===== src/rtl/mem_test_initiator.sv =====
// mem_test_initiator: memory port traffic generator and checker.
// Writes p_num_reqs full-width words, reads them back, checks each response
// for type, opaque and (on reads) data, then reports pass/fail.
// Optional build macro MEM_TEST_INIT_RAND_STALL_EN adds LFSR-driven stalls
// on the request and response handshakes.
module mem_test_initiator #(
    parameter int          p_opaque_nbits    = 8,
    parameter int          p_addr_nbits      = 32,
    parameter int          p_data_nbits      = 32,
    parameter int          p_num_reqs        = 16,
    parameter int          p_base_addr       = 0,
    parameter int          p_max_outstanding = 4,
    parameter logic [31:0] p_data_seed       = 32'hA5A5_0000,
    localparam int LEN_NBITS  = (p_data_nbits > 8) ? $clog2(p_data_nbits / 8) : 1,
    localparam int REQ_NBITS  = 3 + p_opaque_nbits + p_addr_nbits + LEN_NBITS + p_data_nbits,
    localparam int RESP_NBITS = 3 + p_opaque_nbits + LEN_NBITS + p_data_nbits
) (
    input  logic                  clk,
    input  logic                  reset,
    input  logic                  start,
    output logic                  memreq_val,
    input  logic                  memreq_rdy,
    output logic [REQ_NBITS-1:0]  memreq_msg,
    input  logic                  memresp_val,
    output logic                  memresp_rdy,
    input  logic [RESP_NBITS-1:0] memresp_msg,
    output logic                  busy,
    output logic                  done,
    output logic                  pass,
    output logic [15:0]           err_count
);

    localparam logic [2:0] TYPE_READ  = 3'd0;
    localparam logic [2:0] TYPE_WRITE = 3'd1;
    localparam int CNT_NBITS = $clog2(p_num_reqs + 1);
    localparam int SUM_NBITS = (p_data_nbits > 32) ? p_data_nbits : 32;
    localparam logic [CNT_NBITS-1:0] NUM_REQS = CNT_NBITS'(p_num_reqs);
    localparam logic [CNT_NBITS-1:0] LAST_IDX = CNT_NBITS'(p_num_reqs - 1);
    localparam logic [3:0]           MAX_OUT  = 4'(p_max_outstanding);

    typedef enum logic [2:0] {
        IDLE,
        WR,
        WR_DRAIN,
        RD,
        RD_DRAIN,
        DONE
    } state_t;

    state_t                 state;
    state_t                 state_next;
    logic [CNT_NBITS-1:0]   req_idx;
    logic [CNT_NBITS-1:0]   resp_idx;
    logic [3:0]             outstanding;
    logic [3:0]             outstanding_next;
    logic [15:0]            err_next;
    logic                   req_fire;
    logic                   resp_fire;
    logic                   resp_err;
    logic                   req_allowed;
    logic                   wr_phase;
    logic                   last_req;
    logic                   enter_phase;
    logic                   restart;

    logic [p_addr_nbits-1:0]   req_addr;
    logic [p_data_nbits-1:0]   req_data;
    logic [SUM_NBITS-1:0]      req_sum;
    logic [SUM_NBITS-1:0]      exp_sum;
    logic [p_data_nbits-1:0]   exp_data;
    logic [p_opaque_nbits-1:0] exp_opaque;

    logic [2:0]                resp_type;
    logic [p_opaque_nbits-1:0] resp_opaque;
    logic [LEN_NBITS-1:0]      unused_resp_len;
    logic [p_data_nbits-1:0]   resp_data;

    assign resp_type       = memresp_msg[RESP_NBITS-1 -: 3];
    assign resp_opaque     = memresp_msg[LEN_NBITS + p_data_nbits +: p_opaque_nbits];
    assign unused_resp_len = memresp_msg[p_data_nbits +: LEN_NBITS];
    assign resp_data       = memresp_msg[p_data_nbits-1:0];

`ifdef MEM_TEST_INIT_RAND_STALL_EN
    logic [15:0] lfsr;
    logic        val_hold;

    // Free-running Fibonacci LFSR (taps 16,14,13,11) that picks stall cycles
    always_ff @(posedge clk) begin
        if (!reset) begin
            lfsr <= 16'hACE1;
        end else begin
            lfsr <= {lfsr[14:0], lfsr[15] ^ lfsr[13] ^ lfsr[12] ^ lfsr[10]};
        end
    end

    // Remember an un-accepted request so the stall gate cannot withdraw it
    always_ff @(posedge clk) begin
        if (!reset) begin
            val_hold <= 1'b0;
        end else begin
            val_hold <= memreq_val && !memreq_rdy;
        end
    end
`endif

    // Handshakes, request fields, response checking and counter arithmetic
    always_comb begin
        wr_phase    = (state == WR) || (state == WR_DRAIN);
        busy        = (state != IDLE) && (state != DONE);
        req_allowed = ((state == WR) || (state == RD)) &&
                      (req_idx < NUM_REQS) && (outstanding < MAX_OUT);
`ifdef MEM_TEST_INIT_RAND_STALL_EN
        memreq_val  = req_allowed && (lfsr[1] || val_hold);
        memresp_rdy = busy && lfsr[0];
`else
        memreq_val  = req_allowed;
        memresp_rdy = busy;
`endif
        req_fire  = memreq_val && memreq_rdy;
        resp_fire = memresp_val && memresp_rdy;
        last_req  = req_fire && (req_idx == LAST_IDX);

        outstanding_next = outstanding;
        if (req_fire && !resp_fire) begin
            outstanding_next = outstanding + 4'd1;
        end else if (!req_fire && resp_fire) begin
            outstanding_next = outstanding - 4'd1;
        end

        req_addr = p_addr_nbits'(p_base_addr) +
                   p_addr_nbits'(req_idx) * p_addr_nbits'(p_data_nbits / 8);
        req_sum  = SUM_NBITS'(p_data_seed) + SUM_NBITS'(req_idx);
        req_data = (state == WR) ? p_data_nbits'(req_sum) : '0;
        memreq_msg = {(state == WR) ? TYPE_WRITE : TYPE_READ,
                      p_opaque_nbits'(req_idx),
                      req_addr,
                      LEN_NBITS'(0),
                      req_data};

        exp_sum    = SUM_NBITS'(p_data_seed) + SUM_NBITS'(resp_idx);
        exp_data   = p_data_nbits'(exp_sum);
        exp_opaque = p_opaque_nbits'(resp_idx);
        resp_err   = resp_fire &&
                     ((resp_type != (wr_phase ? TYPE_WRITE : TYPE_READ)) ||
                      (resp_opaque != exp_opaque) ||
                      (!wr_phase && (resp_data != exp_data)));

        restart  = start && (state == DONE);
        err_next = err_count;
        if (restart) begin
            err_next = 16'd0;
        end else if (resp_err && (err_count != 16'hFFFF)) begin
            err_next = err_count + 16'd1;
        end
    end

    // Phase sequencing: write burst, drain, read burst, drain, report
    always_comb begin
        state_next = state;
        case (state)
            IDLE:     if (start) state_next = WR;
            WR:       if (last_req) state_next = (outstanding_next == 4'd0) ? RD : WR_DRAIN;
            WR_DRAIN: if (outstanding_next == 4'd0) state_next = RD;
            RD:       if (last_req) state_next = (outstanding_next == 4'd0) ? DONE : RD_DRAIN;
            RD_DRAIN: if (outstanding_next == 4'd0) state_next = DONE;
            DONE:     if (start) state_next = WR;
            default:  state_next = IDLE;
        endcase
        enter_phase = ((state_next == WR) || (state_next == RD)) && (state_next != state);
    end

    // State register, per-phase indices, outstanding count and run result
    always_ff @(posedge clk) begin
        if (!reset) begin
            state       <= IDLE;
            req_idx     <= '0;
            resp_idx    <= '0;
            outstanding <= 4'd0;
            err_count   <= 16'd0;
            done        <= 1'b0;
            pass        <= 1'b0;
        end else begin
            state       <= state_next;
            outstanding <= outstanding_next;
            err_count   <= err_next;
            if (enter_phase) begin
                req_idx  <= '0;
                resp_idx <= '0;
            end else begin
                if (req_fire) req_idx <= req_idx + CNT_NBITS'(1);
                if (resp_fire) resp_idx <= resp_idx + CNT_NBITS'(1);
            end
            if (restart) begin
                done <= 1'b0;
                pass <= 1'b0;
            end else if ((state_next == DONE) && (state != DONE)) begin
                done <= 1'b1;
                pass <= (err_next == 16'd0);
            end
        end
    end

endmodule


===== config.mk =====
export PLATFORM = sky130hd
export DESIGN_NAME = mem_test_initiator
export DESIGN_NICKNAME = d
export VERILOG_FILES = /design/src/rtl/mem_test_initiator.sv
export SDC_FILE = /design/constraint.sdc
export NUM_CORES = 1
export LEC_CHECK = 0
export BUFFER_PORTS_ARGS = -buffer_cell sky130_fd_sc_hd__buf_2
export CORE_AREA = 10 10 69 114
export CTS_CLUSTER_SIZE = 28
export DETAILED_ROUTE_END_ITERATION = 6
export DIE_AREA = 0 0 79 124
export PLACE_DENSITY_LB_ADDON = 0.2
export SETUP_SLACK_MARGIN = 0.02
export SLEW_MARGIN = 20
export SYNTH_ARGS = -nofsm -noshare
export SYNTH_HDL_FRONTEND = slang
export SYNTH_SLANG_ARGS = --single-unit

===== constraint.sdc =====
create_clock -name clk -period 3.5 [get_ports clk]
set_input_delay 0.525 -clock clk [delete_from_list [all_inputs] [get_ports clk]]
set_output_delay 0.525 -clock clk [all_outputs]
set_load 0.01 [all_outputs]

==> impl_results.md <==
- Initial drt markers: 102
- TritonCTS clock tree: yes
- Global-route wire length before repair: 11.9 mm
- Vias in the first global route: 2527
- Finished Cell Area: 3180 um2
- PwrDens: 296 nW/um2
- Die H: 124 um
- Mapped Cells: 346
- Clock Skew: 0.00748 ns
- Nets@finish: 478
- Total setup buffers inserted after CTS: 0
- WL/cell: 14.7 um
- Cell area after synthesis: 2880 um2
- Via/cell ratio: 4.91
- Detail Route Antenna Nets: 0
- Die area: 9800 um2
- Synth-to-layout area growth: 10.4%
- CTS sink count: 35
- Antenna violations before repair: 0
- 1st-pass router iterations: 4
- CP max stage cell: dfxtp_1
- RSZ-0062 raised after global routing: no
- Gr ovfl total: 0
- Post-CTS Resized: 0
- Synth cell types: 57
- FFs w/ async S/R, synth: 0%
- Fin crit period: 2.74 ns
- Hold_buf cts: 0
- CTS HTree Levels: 2
- Most frequent cells in the layout: buf_2, conb_1, dfxtp_1
- Worst-margin pin slew: 0.630 ns
- Register area share after synthesis: 24.3%
- IO Count: 148
- CTS buffer count: 5
- Post-synth EDFFs: 0
- Worst path arrival time: 2.90 ns
- Register bit total from synthesis: 35
- Vias: 2461
- FILL cells: 612
- Worst min path class: flip-flop to flip-flop
- # DRC: 0
- Worst setup EP type: flip-flop
- Max Fclk: 366 MHz
- CTS max path bufs: 2
- Crit Path Class: flip-flop to flip-flop
- Setup TNS: 0 ns
- Peak per-stage delay on the critical path: 0.53 ns
- Row cnt: 37
- Req. time, crit path: 3.67 ns
- Total track usage: 14.6%
- Starting Density: 48.6%
- Worst-path maximum fanout: 10
- Cell Area, Placed: 3080 um2
- CP cell instances: nor2b_1 -> and2_1 -> nand2_1 -> or2_1 -> a2111oi_0 -> nor2_1 -> o21bai_4 -> nor2_2
- Finish-stage setup viols: 0
- Slew Viols, Final: 0
- Synth Area per Inst: 8.32 um2
- Ys flop type: dfxtp_1
- Share of layout cells above drive strength 1: 29.8%
- Antenna cell count: 0
- # port buffers: 92
- Post-DP HPWL: 6.07 mm
- Clock transition at path regs: 0.07 ns
- MaxCap Viol Count: 0
- Slew headroom: 56.9%
- Commonest non-fill, non-tap cell in the layout: buf_2
- Yosys warning total: 0
- VDD IR max: 294 uV
- Clk_lat worst skew: 0.29 ns
- Pin count of the biggest net entering global routing: 21
- CTS Root Cell: clkbuf_8
- Final WL: 7.39 mm
- Lkg Pwr: 1.41 nW
- Critical path launch point type: flip-flop
- Status: completed
- RD Place Congestion: 0.847
- Crit share post-route: 78.2%
- Die X: 79 um
- Hold Fails Final Rpt: 0
- Core area: 5930 um2
[stage by stage]
stage | power, mW | setup slack, ns | util [%] | cells | hold slack [ns]
6_report | 0.943 | 0.764 | 53.7 | 501 | 0.491
5_1_grt | 0.990 | 0.510 | 53.7 | 501 | 0.519
4_1_cts | 0.953 | 0.704 | 53.7 | 501 | 0.495
3_5_place_dp | 0.626 | 0.566 | 52.0 | 493 | 0.476
3_3_place_gp | 0.623 | 0.628 | 52.0 | 493 | 0.491
2_1_floorplan | 0.619 | 1.06 | - | 398 | 0.503
[synth_stat cells (all sizes together) (2+ instances only)]
cell type	instances	area (um2)
a21o	3	22.5
inv	6	22.5
nand2b	7	43.8
o22ai	2	12.5
nor4	4	25.0
mux2i	3	30.0
nand2	22	87.6
nand4	14	87.6
nor4b	4	50.1
nor2	39	169
and3	5	32.5
nand3	12	60.1
a2111oi	4	41.3
ha	6	75.1
a211oi	5	42.5
xnor2	24	210
a21oi	7	42.5
or2	3	18.8
clkbuf	6	23.8
and4b	2	20.0
and2	8	50.1
buf	73	559
dfxtp	35	701
o21ai	6	30.0
nor2b	4	25.0
nor3	9	45.0
o31ai	2	33.8
xor2	13	114
o21a	2	15.0
[critical path, delay by kind of cell, from the launching register on]
family	cells	cell delay, ns
flops	1	0.53
compound gates	2	0.79
simple gates	6	1.29
[final cells by class]
class | count | area [um2] | share of cell area, %
flip-flops and latches | 35 | 701 | 22.0
repair buffers | 96 | 490 | 15.4
inverters | 6 | 22.5 | 0.708
clock buffers | 8 | 100 | 3.15
multi-input cells | 278 | 1770 | 55.6
well taps | 78 | 97.6 | 3.07
[cell families after synthesis]
family	share of synthesized area, %
and+or+nand+nor	26.3
buffers and inverters	21.0
AOI/OAI and AO/OA	12.2
xor gates and xnor gates	12.0
DFF	24.3
adders and majority gates	2.61
muxes	1.43
other	0.130
[power by group]
part / internal, mW / switching, mW
logic: 0.0821 / 0.116
registers: 0.407 / 0.0129
clock network: 0.180 / 0.145
total: 0.669 / 0.274
[state kept, by name, indices dropped and copies added (netlist names)]
signal	cells
done	1
err_count	16
outstanding	4
pass	1
req_idx	5
resp_idx	5
state	3
[routing by layer]
metal / up-vias / track usage, % / wire [um]
met5: - / 0 / 0
met4: 0 / 5.18 / 92
met3: 8 / 6.20 / 779
met2: 97 / 26.8 / 3900
met1: 1136 / 14.2 / 2610
li1: 1220 / - / -
[worst paths after layout]
kind                                           from                 endpoint  slack, ns  cells after the start
worst max-delay path            state[0]$_SDFF_PN0_  req_idx[4]$_SDFFE_PP0N_       0.76                      8
worst min-delay path              done$_SDFFE_PP0P_        done$_SDFFE_PP0P_       0.49                      2
worst max register to register  state[0]$_SDFF_PN0_  req_idx[4]$_SDFFE_PP0N_       0.76                      8
worst min register to register    done$_SDFFE_PP0P_        done$_SDFFE_PP0P_       0.49                      2
Power figures use the tool's default switching activity.
